**src/rtl/word_frame_pkg.sv**
```systemverilog
// word_frame_pkg: shared definitions for the WBLVDS word framer.
// Holds the FSM state encoding, the default framing constants (the receive
// side imports the same strobe bytes) and a byte-select helper.
package word_frame_pkg;

  localparam int unsigned WORD_W = 16;
  localparam int unsigned BYTE_W = 8;
  localparam int unsigned CNT_W  = 8;

  typedef enum logic [1:0] {
    IDLE  = 2'd0,
    TRAIN = 2'd1,
    RUN   = 2'd2
  } wf_state_e;

  localparam logic [BYTE_W-1:0] STROBE_PAT1_DFLT = 8'h00;
  localparam logic [BYTE_W-1:0] STROBE_PAT2_DFLT = 8'h80;
  localparam int unsigned       TRAIN_WORDS_DFLT = 16;
  localparam logic [WORD_W-1:0] TRAIN_PAT_DFLT   = 16'hA55A;
  localparam logic [WORD_W-1:0] IDLE_WORD_DFLT   = 16'h0000;
  localparam int unsigned       FIFO_DEPTH_DFLT  = 2;

  // Phase 0 carries the high byte, phase 1 the low byte.
  function automatic logic [BYTE_W-1:0] lane_byte(input logic [WORD_W-1:0] word,
                                                  input logic              phase);
    return phase ? word[BYTE_W-1:0] : word[WORD_W-1:BYTE_W];
  endfunction

endpackage

```
**src/rtl/tx_word_fifo.sv**
```systemverilog
// tx_word_fifo: small synchronous input buffer for the word framer.
// First-word-fall-through head (dout is valid whenever !empty), registered
// occupancy count. Push while full and pop while empty are ignored; flush
// has priority over both.
// Ports: clk, reset (sync, active-high), push/din, pop/dout, flush,
//        full, empty.
module tx_word_fifo
  import word_frame_pkg::*;
#(
  parameter int unsigned DEPTH = FIFO_DEPTH_DFLT
) (
  input  logic              clk,
  input  logic              reset,
  input  logic              push,
  input  logic              pop,
  input  logic              flush,
  input  logic [WORD_W-1:0] din,
  output logic [WORD_W-1:0] dout,
  output logic              full,
  output logic              empty
);

  localparam int unsigned AW = (DEPTH > 1) ? $clog2(DEPTH) : 1;
  localparam int unsigned CW = $clog2(DEPTH) + 1;

  logic [WORD_W-1:0] mem_q [DEPTH];
  logic [WORD_W-1:0] mem_d [DEPTH];
  logic [AW-1:0]     wr_ptr_q, wr_ptr_d;
  logic [AW-1:0]     rd_ptr_q, rd_ptr_d;
  logic [CW-1:0]     count_q, count_d;
  logic              do_push, do_pop;

  assign full  = (count_q == CW'(DEPTH));
  assign empty = (count_q == '0);
  assign dout  = mem_q[rd_ptr_q];

  // Pointer/count update; depth is a power of two so pointers wrap naturally.
  always_comb begin
    mem_d    = mem_q;
    wr_ptr_d = wr_ptr_q;
    rd_ptr_d = rd_ptr_q;
    count_d  = count_q;
    do_push  = push && !full;
    do_pop   = pop && !empty;

    if (do_push) begin
      mem_d[wr_ptr_q] = din;
      wr_ptr_d        = wr_ptr_q + AW'(1);
    end
    if (do_pop) begin
      rd_ptr_d = rd_ptr_q + AW'(1);
    end
    case ({do_push, do_pop})
      2'b10:   count_d = count_q + CW'(1);
      2'b01:   count_d = count_q - CW'(1);
      default: count_d = count_q;
    endcase

    if (flush) begin
      wr_ptr_d = '0;
      rd_ptr_d = '0;
      count_d  = '0;
    end
  end

  always_ff @(posedge clk) begin
    if (reset) begin
      for (int i = 0; i < int'(DEPTH); i++) mem_q[i] <= '0;
      wr_ptr_q <= '0;
      rd_ptr_q <= '0;
      count_q  <= '0;
    end else begin
      mem_q    <= mem_d;
      wr_ptr_q <= wr_ptr_d;
      rd_ptr_q <= rd_ptr_d;
      count_q  <= count_d;
    end
  end

endmodule

```
**src/rtl/word_frame_tx.sv**
```systemverilog
// word_frame_tx: transmit-side word framer for the WBLVDS link.
// Takes 16-bit words over valid/ready and emits each as two bytes on the
// data lane (high byte first) with the strobe lane carrying PAT1/PAT2 in
// lockstep. After enable it sends TRAIN_WORDS training words, then live
// data, inserting IDLE_WORD whenever the buffer runs dry.
// Ports:
//   ser_clk, reset     byte clock, synchronous active-high reset
//   enable             link enable, only sampled at word boundaries
//   s_data/s_valid/s_ready  sample word handshake
//   lane_data/lane_strobe   bytes to the serializer lanes
//   lane_valid         lanes carry framed traffic (TRAIN or RUN)
//   link_up            FSM is in RUN
//   underflow          one-cycle pulse per inserted idle word
module word_frame_tx
  import word_frame_pkg::*;
#(
  parameter logic [BYTE_W-1:0] STROBE_PAT1 = STROBE_PAT1_DFLT,
  parameter logic [BYTE_W-1:0] STROBE_PAT2 = STROBE_PAT2_DFLT,
  parameter int unsigned       TRAIN_WORDS = TRAIN_WORDS_DFLT,
  parameter logic [WORD_W-1:0] TRAIN_PAT   = TRAIN_PAT_DFLT,
  parameter logic [WORD_W-1:0] IDLE_WORD   = IDLE_WORD_DFLT,
  parameter int unsigned       FIFO_DEPTH  = FIFO_DEPTH_DFLT
) (
  input  logic              ser_clk,
  input  logic              reset,
  input  logic              enable,
  input  logic [WORD_W-1:0] s_data,
  input  logic              s_valid,
  output logic              s_ready,
  output logic [BYTE_W-1:0] lane_data,
  output logic [BYTE_W-1:0] lane_strobe,
  output logic              lane_valid,
  output logic              link_up,
  output logic              underflow
);

  wf_state_e         state_q, state_d;
  logic              phase_q, phase_d;
  logic [CNT_W-1:0]  train_cnt_q, train_cnt_d;
  logic [WORD_W-1:0] word_q, word_d;
  logic [BYTE_W-1:0] lane_data_q, lane_data_d;
  logic [BYTE_W-1:0] lane_strobe_q, lane_strobe_d;
  logic              lane_valid_q, lane_valid_d;
  logic              link_up_q, link_up_d;
  logic              underflow_q, underflow_d;

  logic              fifo_push, fifo_pop, fifo_flush;
  logic              fifo_full, fifo_empty;
  logic [WORD_W-1:0] fifo_dout;

  // state_q and fifo_full are both flop outputs: no path from s_valid.
  assign s_ready   = (state_q != IDLE) && !fifo_full;
  assign fifo_push = s_valid && s_ready;

  tx_word_fifo #(
    .DEPTH (FIFO_DEPTH)
  ) u_fifo (
    .clk   (ser_clk),
    .reset (reset),
    .push  (fifo_push),
    .pop   (fifo_pop),
    .flush (fifo_flush),
    .din   (s_data),
    .dout  (fifo_dout),
    .full  (fifo_full),
    .empty (fifo_empty)
  );

  // Next-state, word load and output decode. Outputs are registered from the
  // next-state values so they line up with the word/phase they describe.
  always_comb begin
    phase_d     = ~phase_q;
    state_d     = state_q;
    train_cnt_d = train_cnt_q;
    word_d      = word_q;
    fifo_pop    = 1'b0;
    underflow_d = 1'b0;

    // phase_q==1 marks the word-boundary edge.
    if (phase_q) begin
      case (state_q)
        IDLE:    if (enable) state_d = TRAIN;
        TRAIN: begin
          if (!enable) begin
            state_d = IDLE;
          end else if (train_cnt_q == CNT_W'(TRAIN_WORDS - 1)) begin
            state_d = RUN;
          end
        end
        RUN:     if (!enable) state_d = IDLE;
        default: state_d = IDLE;
      endcase

      case (state_d)
        TRAIN: begin
          word_d      = TRAIN_PAT;
          train_cnt_d = (state_q == TRAIN) ? train_cnt_q + CNT_W'(1) : '0;
        end
        RUN: begin
          if (!fifo_empty) begin
            fifo_pop = 1'b1;
            word_d   = fifo_dout;
          end else begin
            word_d      = IDLE_WORD;
            underflow_d = 1'b1;
          end
        end
        default: begin
        end
      endcase
    end

    // Holding the buffer flushed while idle also empties it on entry to IDLE.
    fifo_flush    = (state_d == IDLE);
    lane_valid_d  = (state_d != IDLE);
    link_up_d     = (state_d == RUN);
    lane_data_d   = lane_valid_d ? lane_byte(word_d, phase_d) : '0;
    lane_strobe_d = lane_valid_d ? (phase_d ? STROBE_PAT2 : STROBE_PAT1) : '0;
  end

  always_ff @(posedge ser_clk) begin
    if (reset) begin
      state_q       <= IDLE;
      phase_q       <= 1'b0;
      train_cnt_q   <= '0;
      word_q        <= '0;
      lane_data_q   <= '0;
      lane_strobe_q <= '0;
      lane_valid_q  <= 1'b0;
      link_up_q     <= 1'b0;
      underflow_q   <= 1'b0;
    end else begin
      state_q       <= state_d;
      phase_q       <= phase_d;
      train_cnt_q   <= train_cnt_d;
      word_q        <= word_d;
      lane_data_q   <= lane_data_d;
      lane_strobe_q <= lane_strobe_d;
      lane_valid_q  <= lane_valid_d;
      link_up_q     <= link_up_d;
      underflow_q   <= underflow_d;
    end
  end

  assign lane_data   = lane_data_q;
  assign lane_strobe = lane_strobe_q;
  assign lane_valid  = lane_valid_q;
  assign link_up     = link_up_q;
  assign underflow   = underflow_q;

endmodule

```
**config.mk**
```make
export PLATFORM = sky130hd
export DESIGN_NAME = word_frame_tx
export DESIGN_NICKNAME = d
export VERILOG_FILES = /design/src/rtl/word_frame_pkg.sv /design/src/rtl/tx_word_fifo.sv /design/src/rtl/word_frame_tx.sv
export SDC_FILE = /design/constraint.sdc
export NUM_CORES = 1
export LEC_CHECK = 0
export ABC_AREA = 0
export CORE_MARGIN = 2
export CORE_UTILIZATION = 45
export DETAILED_ROUTE_END_ITERATION = 10
export HOLD_SLACK_MARGIN = 0.06
export PLACE_DENSITY = 0.74
export SETUP_SLACK_MARGIN = 0.2
export SYNTH_ARGS = -nofsm -noshare
export SYNTH_HDL_FRONTEND = slang
export SYNTH_HIERARCHICAL = 1
export SYNTH_SLANG_ARGS = --single-unit
```
**constraint.sdc**
```tcl
create_clock -name ser_clk -period 4.3 [get_ports ser_clk]
set_clock_uncertainty 0.15 [all_clocks]
set_input_delay 0.43 -clock ser_clk [delete_from_list [all_inputs] [get_ports ser_clk]]
set_output_delay 0.43 -clock ser_clk [all_outputs]
set_load 0.03 [all_outputs]
```
# After elaboration in Yosys (flattened, before gate mapping)
# Index checks and enable logic that the tools add are counted.
word_totals:
  elab_cells: 77
  out_inout_bits: 20
  input_bits: 20
  register_bits: 82
classes:
  n_lt_le_gt_ge: 3
  n_reduce_logical: 17
  n_bitwise: 5
  n_mux: 24
  n_addsub: 5
  eq_ne: 9
ops:
  columns: ["cell", "n"]
  rows:
  - ["$mux W16", 6]
  - ["$bwmux W32", 1]
  - ["$pmux W16 S2", 1]
  - ["$mux W8", 3]
  - ["$demux W16 S1", 1]
  - ["$mux W2", 6]
  - ["$eq A2 B2 Y1 const B", 5]
  - ["$add A8 B1 Y8 const B", 1]
  - ["$eq A8 B4 Y1 const B", 1]
  - ["$eq A2 B1 Y1 const B", 3]
  - ["$logic_not A2 Y1", 3]
  - ["$pmux W2 S3", 1]
  - ["$reduce_bool A2 Y1", 3]
  - ["$logic_and A1 B1 Y1", 5]
  - ["$ge A2 B2 Y1 const B", 2]
  - ["$mux W1", 4]
  - ["$not A1 Y2", 2]
  - ["$pmux W2 S2", 1]
  - ["$reduce_or A2 Y1", 2]
  - ["$not A1 Y1", 3]
  - ["$reduce_or A3 Y1", 1]
  - ["$add A1 B1 Y1 const B", 2]
  - ["$add A2 B1 Y2 const B", 1]
  - ["$logic_not A1 Y1", 2]
  - ["3 further kinds", 3]

# Longest topological paths before layout
# Gate-level depths: netlist of run 1.
depth:
  ltp_word: 11
  depth_mapped: 11
  ltp_nobuf: 11

# Modules after synthesis
# Netlist of run 1, hierarchy kept.
by_module_without_submodules:
  columns: ["module", "seq_area_each_um2", "cells_per_inst", "instances", "area_per_inst_um2"]
  rows:
  - ["tx_word_fifo", 720.7, 182, 1, 1767.9]
  - ["word_frame_tx", 780.7, 193, 1, 1766.7]

# Least setup slack after synthesis of run 1
# OpenSTA, ideal clock, no wires.
synth_path:
  path_type: "register to register"
  startpoint: "register u_fifo.count_q[0]"
  endpoint: "register u_fifo.count_q[1]"
  arrival_ps: 2404
  t_required_ps: 4080
  period_less_slack_ps: 2624
  stages_incl_launch_ff: 10
  setup_time_ps: 70
  path_slack_ps: 1676
  path_cell_list: "dfxtp_1 nand2b_4 inv_2 buf_6 nor2_1 and2_1 nand2_1 ha_1 or3_1 a21boi_1"
synth_between:
  elab_chain_cells: 7
  word_cells_on_any_way: 17
synth_rtl:
  columns: ["element", "line_no", "source"]
  rows:
  - ["start, declared", "tx_word_fifo.sv:30", "logic [CW-1:0] count_q, count_d;"]
  - ["start signal, assigned", "tx_word_fifo.sv:76", "count_q <= count_d;"]
  - ["$eq A2 B2 Y1 (*)", "tx_word_fifo.sv:33", "assign full = (count_q == CW'(DEPTH));"]
  - ["via fifo_full", "word_frame_tx.sv:48", "logic fifo_full, fifo_empty;"]
  - ["$logic_not A1 Y1 (*)", "word_frame_tx.sv:52", "assign s_ready = (state_q != IDLE) && !fifo_full;"]
  - ["$logic_and A1 B1 Y1 (*)", "word_frame_tx.sv:52", null]
  - ["via s_ready", "word_frame_tx.sv:29", "output logic s_ready,"]
  - ["$logic_and A1 B1 Y1 (*)", "word_frame_tx.sv:53", "assign fifo_push = s_valid && s_ready;"]
  - ["via fifo_push", "word_frame_tx.sv:47", "logic fifo_push, fifo_pop, fifo_flush;"]
  - ["$logic_and A1 B1 Y1 (*)", "tx_word_fifo.sv:43", "do_push = push && !full;"]
  - ["$eq A2 B1 Y1 / $eq A2 B2 Y1 (equally long branches)", "tx_word_fifo.sv:53", "case ({do_push, do_pop})"]
  - ["$pmux W2 S2 / $reduce_bool A2 Y1 (equally long branches)", null, null]
# The timed path passes the listed nets; every way through them passes the cells marked *.
# A chain may end at the register's enable or synchronous reset.

# Final worst setup path of run 1
layout_path:
  startpoint: "register state_q[0]"
  endpoint: "register lane_data_q[5], in the netlist lane_data[5]"
layout_between:
  elab_chain_cells: 8
  word_cells_on_any_way: 18
layout_rtl:
  columns: ["element", "line_no", "source"]
  rows:
  - ["start, declared", "word_frame_tx.sv:37", "wf_state_e state_q, state_d;"]
  - ["start signal, assigned", "word_frame_tx.sv:133", "state_q <= state_d;"]
  - ["$mux W2", "word_frame_tx.sv:86", "end else if (train_cnt_q == CNT_W'(TRAIN_WORDS - 1)) begin"]
  - ["$mux W2", "word_frame_tx.sv:84", "if (!enable) begin"]
  - ["$pmux W2 S3", "word_frame_tx.sv:81", "case (state_q)"]
  - ["$mux W2", "word_frame_tx.sv:80", "if (phase_q) begin"]
  - ["$eq A2 B2 Y1, or another cell as far along", "word_frame_tx.sv:94", "case (state_d)"]
  - ["$pmux W16 S2 / $reduce_bool A2 Y1 (equally long branches)", "word_frame_tx.sv:94, word_frame_tx.sv:115", null]
  - ["$mux W16 / $not A1 Y1 (equally long branches)", null, null]
  - ["$mux W8 / $reduce_or A2 Y1 (equally long branches)", null, null]
  - ["end signal, assigned", "word_frame_tx.sv:137", "lane_data_q <= lane_data_d;"]
  - ["end, declared", "word_frame_tx.sv:41", "logic [BYTE_W-1:0] lane_data_q, lane_data_d;"]
# Several ways; a longest one is shown, not always the timed one. The select of a mux whose other input is x is not followed.

==> results of run 1 <==
## worst max-delay path, delay by kind of cell (launching register included)
kind / cells / cell delay (ns)
simple gates: 4 / 1.33
compound gates: 2 / 0.60
flops: 1 / 0.50
fa+ha+maj: 1 / 0.43
## registers in the layout, summed over array words and instances (netlist names), 2 cells and up
register        flops
word_q             16
train_cnt_q         8
u_fifo/count_q      2
state_q             2
u_fifo/mem_q       32
lane_data           8
## layout make-up
| class | instances | area [um^2] | share of cell area |
|---|---|---|---|
| multi-input combinational | 266 | 1830 | 0.450 |
| sequential | 75 | 1500 | 0.369 |
| timing repair buffer | 33 | 323 | 0.0794 |
| clock buffer | 10 | 138 | 0.0339 |
| tap | 102 | 128 | 0.0314 |
| clock inverter | 6 | 113 | 0.0277 |
| inverter | 9 | 33.8 | 0.00831 |
## Yosys cell counts, types with 2 or more instances
library cell	number
a221oi_1	8
clkbuf_1	11
nand3_1	2
nand2_1	6
nor3_1	3
nor4bb_1	5
nand2b_1	33
buf_2	4
nor2b_1	21
o221ai_1	3
buf_6	4
a22oi_1	8
buf_4	11
mux2_2	16
inv_1	8
or3_1	5
nor2_1	29
nand4_2	2
o21a_1	2
ha_1	4
mux2i_1	17
nand2b_4	2
xnor2_1	3
a21boi_1	2
o21ai_1	9
o21ai_0	35
and3b_1	6
dfxtp_1	75
a211oi_1	5
a21oi_1	12
## final timing paths
check	startpoint	to	depth (start not counted)
max	state_q[0]	lane_data[5]	7
min	u_fifo/mem_q[13]	u_fifo/mem_q[13]	2
max reg2reg	state_q[0]	lane_data[5]	7
min reg2reg	u_fifo/mem_q[13]	u_fifo/mem_q[13]	2
## cell families (layout without fill, tap and decap cells)
kind of cell / after synthesis / in the layout / synth area share
fa+ha+maj: 4 / 4 / 0.0142
simple gates: 128 / 128 / 0.229
buf+inv: 40 / 58 / 0.0644
flops: 75 / 75 / 0.425
xor+xnor: 4 / 4 / 0.00991
other cells: 1 / 7 / 0.00106
compound gates: 90 / 90 / 0.157
mux: 33 / 33 / 0.0991
## power breakdown
part,switching (mW),internal (mW)
Combinational,0.0617,0.0473
Sequential,0.0105,0.706
Clock,0.262,0.402
Total,0.335,1.15
## per-layer routing
| metal | GRT usage | part of all wire |
|---|---|---|
| met1 | 0.212 | 0.45 |
| met2 | 0.305 | 0.50 |
| met3 | 0.0521 | 0.038 |
| met4 | 0.0527 | 0.010 |
| met5 | 0 | 0 |
## through the flow
step / hold WS [ns] / cell area, um^2 / cells / setup WS [ns] / utilization
2_1_floorplan: 0.295 / 3560 / 381 / 1.68 / -
3_3_place_gp: 0.309 / 3810 / 485 / 1.28 / 0.496
3_5_place_dp: 0.314 / 3810 / 485 / 1.18 / 0.496
4_1_cts: 0.328 / 4060 / 501 / 1.18 / 0.529
5_1_grt: 0.344 / 4060 / 501 / 0.942 / 0.529
6_report: 0.324 / 4060 / 501 / 1.13 / 0.529
==> run_results.csv, run 1 <==
group,metric,value,unit
routing,num_vias,2721,
global_routing,grt_first_pass_wirelength,12000,um
floorplanning,start_util,0.460,
timing,rsz0062_at_grt,"no",
global_routing,antenna_found_initial,0,
timing,maxSlewHeadroom,0.396,
logic_synthesis,syn-cell-area,3530,um^2
logic_synthesis,yosys.area.top_type,"dfxtp_1",
cells_and_area,synthToLayoutAreaGrowth,15.0,%
cells_and_area,nets,418,
cts,cts_tree,"built",
cts,postCtsHoldBufs,0,
cts,clockBufferDepth,2,
global_routing,grt.total_usage,0.176,
logic_synthesis,synthTopCellsByArea,"dfxtp_1 42%, nand2b_1 5.8%, mux2_2 5.1%",
logic_synthesis,ys_seq_area_frac,0.425,
timing,fmax,316,MHz
cts,clock_latency,0.35,ns
placed_design,port_buffers,32,
power,ir_drop,194,uV
worst_setup_path,start_kind,"register",
timing,setup-tns-final,0,ns
logic_synthesis,yosysUniqueCellTypes,54,
cts,clkTransAtPathRegs,0.08,ns
hold_path,hp-class,"reg -> reg",
cells_and_area,drive_above_1_share,0.115,
timing,finalHoldViolations,0,
power,total_power,1.49,mW
floorplanning,core.rowCount,32,
worst_setup_path,crit_type,"reg -> reg",
worst_setup_path,crit_required,4.34,ns
placed_design,dpl.hpwl,4890,um
routing,drtPass1Iterations,4,
routing,drt_iter0_markers,144,
cts,htree_num_levels,3,
cts,cts_root_buf,"clkbuf_8",
floorplanning,die-height,92.6,um
cells_and_area,antenna_cells,0,
logic_synthesis,synthFlopType,"dfxtp_1",
power,power.density,367,nW/um^2
routing,post-route-drc-count,0,
floorplanning,die_area,8580,um^2
logic_synthesis,synth_area_per_cell,9.43,um^2
timing,tightest_slew,0.905,ns
global_routing,grt_max_degree,42,
floorplanning,coreArea,7690,um^2
floorplanning,boundaryPins,40,
logic_synthesis,synth_seq_cells,75,
placed_design,routabilityCongestion,0.831,
timing,period_needed,3.17,ns
timing,slew_viol_final,0,
logic_synthesis,async_flop_share,0,
outcome,status,"completed",
floorplanning,die_w,92.6,um
cts,cts_resized,0,
cells_and_area,layout_commonest_cell,"dfxtp_1",
worst_setup_path,path_max_fanout,16,
worst_setup_path,critical_path_arrival,3.21,ns
routing,ant_nets,0,
power,p_leak,1.54,nW
worst_setup_path,crit_chain,"nor4b_1 -> nand4_1 -> and3b_1 -> ha_1 -> nand2b_1 -> a221oi_1 -> a211oi_1",
timing,fin_crit_sh,0.736,
global_routing,overflow,0,
logic_synthesis,syn-instance-count,375,
routing,viasPerCell,5.43,
worst_setup_path,critical-path-slowest-cell,"dfxtp_1",
global_routing,grt_pass1_vias,2601,
flow_run,cap_violations,0,
worst_setup_path,r2r_setup_slack,1.13,ns
timing,setup-violations-final,0,
logic_synthesis,yosys_warnings,6,
cts,clock_sinks,75,
cts,post_cts.repair.setup_buffers,0,
cts,cts_buffers,9,
logic_synthesis,netlist.area_leader.share,0.425,
routing,wirelength,7260,um
logic_synthesis,synth-edff-count,0,
routing,routedWlPerCell,14.5,um
worst_setup_path,endpoint_kind,"register",
worst_setup_path,slowest_delay,0.50,ns
cells_and_area,layout_common_cells,"75 x dfxtp_1, 35 x o21ai_0, 33 x nand2b_1",
cells_and_area,fillers,705,
No activity file was read; power rests on OpenSTA's default activity.
==> run 2, diff against run 1 <==
- clock period: 4.3 -> 3 ns (I/O delays scaled with it)
==> run 2 against run 1 <==
- power up 43%
- critical path depth is 4 higher
- worst setup slack worse by 0.73 ns
- via count up 0.40%
- die area did not move
- non-clock buffer count grew 9
- count of clock-buffer cells in the layout is 1 lower
- critical path type unchanged
==> run_results.csv, run 2 (synthesized netlist as in run 1, its figures left out) <==
group,metric,value,unit
floorplanning,core.rowCount,32,
power,p_leak,1.58,nW
routing,route.met3.wl,252,um
floorplanning,die-height,92.6,um
global_routing,grt_first_pass_wirelength,12700,um
routing,viasPerCell,5.36,
hold_path,hp-class,"reg -> reg",
worst_setup_path,start_kind,"register",
cts,cts_buffers,9,
routing,ant_nets,0,
cells_and_area,nets,427,
cts,clock_latency,0.35,ns
timing,setup-tns-final,0,ns
timing,tightest_slew,0.805,ns
cells_and_area,antenna_cells,0,
global_routing,overflow,0,
routing,routedWlPerCell,14.6,um
cts,htree_num_levels,3,
worst_setup_path,r2r_setup_slack,0.40,ns
placed_design,dpl.hpwl,5050,um
timing,fin_crit_sh,0.866,
timing,maxSlewHeadroom,0.463,
timing,setup-violations-final,0,
cells_and_area,largest_reg_flops,32,
cells_and_area,reg.largest.list,"u_fifo/mem_q (32), word_q (16)",
routing,drtPass1Iterations,4,
timing,fmax,385,MHz
routing,drt_iter0_markers,172,
worst_setup_path,endpoint_kind,"register",
outcome,status,"completed",
cts,clockBufferDepth,2,
power,ir_drop,412,uV
timing,period_needed,2.60,ns
global_routing,antenna_found_initial,0,
routing,wirelength,7440,um
timing,slew_viol_final,0,
worst_setup_path,crit_required,3.13,ns
routing,num_vias,2732,
floorplanning,die_area,8580,um^2
placed_design,routabilityCongestion,0.817,
cells_and_area,layout_commonest_cell,"dfxtp_1",
cts,cts_tree,"built",
power,power.density,515,nW/um^2
floorplanning,coreArea,7690,um^2
worst_setup_path,crit_type,"reg -> reg",
worst_setup_path,path_max_fanout,3,
routing,dr.max_layer_used,"met4",
floorplanning,start_util,0.460,
cells_and_area,top_register,"u_fifo/mem_q",
global_routing,grt.total_usage,0.188,
worst_setup_path,critical_path_arrival,2.73,ns
cts,clock_sinks,75,
routing,post-route-drc-count,0,
routing,m1WireLength,3380,um
floorplanning,die_w,92.6,um
cts,clkTransAtPathRegs,0.08,ns
timing,finalHoldViolations,0,
floorplanning,boundaryPins,40,
timing,rsz0062_at_grt,"no",
cts,cts_root_buf,"clkbuf_8",
global_routing,grt_pass1_vias,2708,
global_routing,grt_max_degree,56,
placed_design,port_buffers,32,
cells_and_area,synthToLayoutAreaGrowth,17.2,%
routing,dr_wl_met2,3640,um
cells_and_area,layout_common_cells,"74 x dfxtp_1, 35 x o21ai_0, 33 x nand2b_1",
timing,whs,0.327,ns
cells_and_area,drive_above_1_share,0.140,
flow_run,cap_violations,0,
[run 2: cell count changes in the layout (fill, tap and decap cells not counted), sizes merged]
| cell | delta |
|---|---|
| clkbuf | -1 |
| buf | +9 |
| inv | +1 |
[run 2: what timing repair did]
action | CTS | global route
hold buffers | 0 | 0
resized for setup | 0 | 2
setup endpoints to repair | 0 | 22
buffers inserted | 0 | 1
[run 2: worst paths after layout]
check / start / depth (start not counted) / endpoint
worst max-delay path: train_cnt_q[0] / 11 / u_fifo/count_q[1]
worst max register to register: train_cnt_q[0] / 11 / u_fifo/count_q[1]
worst min register to register: word_q[7] / 2 / lane_data[7]
worst min-delay path: word_q[7] / 2 / lane_data[7]
[run 2: metrics by stage]
stage / worst slack [ns] / utilization / cells / cell area [um^2] / power [mW]
floorplan: 0.376 / - / 381 / 3560 / 1.16
global placement: 0.350 / 0.504 / 493 / 3870 / 1.21
detailed placement: 0.262 / 0.504 / 493 / 3870 / 1.21
CTS: 0.254 / 0.536 / 509 / 4120 / 2.15
global route: 0.188 / 0.539 / 510 / 4140 / 2.22
finish: 0.401 / 0.539 / 510 / 4140 / 2.13
[run 2: power breakdown]
| group | internal, mW | switching, mW |
|---|---|---|
| combinational | 0.0729 | 0.0932 |
| sequential | 1.01 | 0.0119 |
| clock | 0.559 | 0.384 |
[run 2: final cells by class]
class,count,area [um^2]
Multi-Input combinational cell,266,1840
Clock buffer,9,124
Clock inverter,7,125
Fill cell,703,3540
Inverter,9,33.8
Sequential cell,75,1500
Timing Repair Buffer,42,390
Tap cell,102,128
[run 2: per-layer routing]
layer / vias up / GRT usage
met5: - / 0
met4: 0 / 0.0613
met3: 13 / 0.0578
met2: 48 / 0.299
met1: 1304 / 0.243
li1: 1367 / -
[run 2: worst max-delay path: stages (launching register included)]
cell      delay, ns
dfxtp_1        0.34
ha_1           0.21
nor2b_1        0.14
and4bb_2       0.24
o21a_1         0.17
ha_1           0.19
and3b_1        0.18
o21a_1         0.16
ha_4           0.17
xnor2_1        0.13
or3_1          0.31
a21boi_1       0.14
==> run 3, diff against run 2 <==
- SLEW_MARGIN: default -> 20
- TNS_END_PERCENT: default -> 100
==> results of run 3 <==
Same layout as run 2: the final DEF is identical, and so are final timing and power.
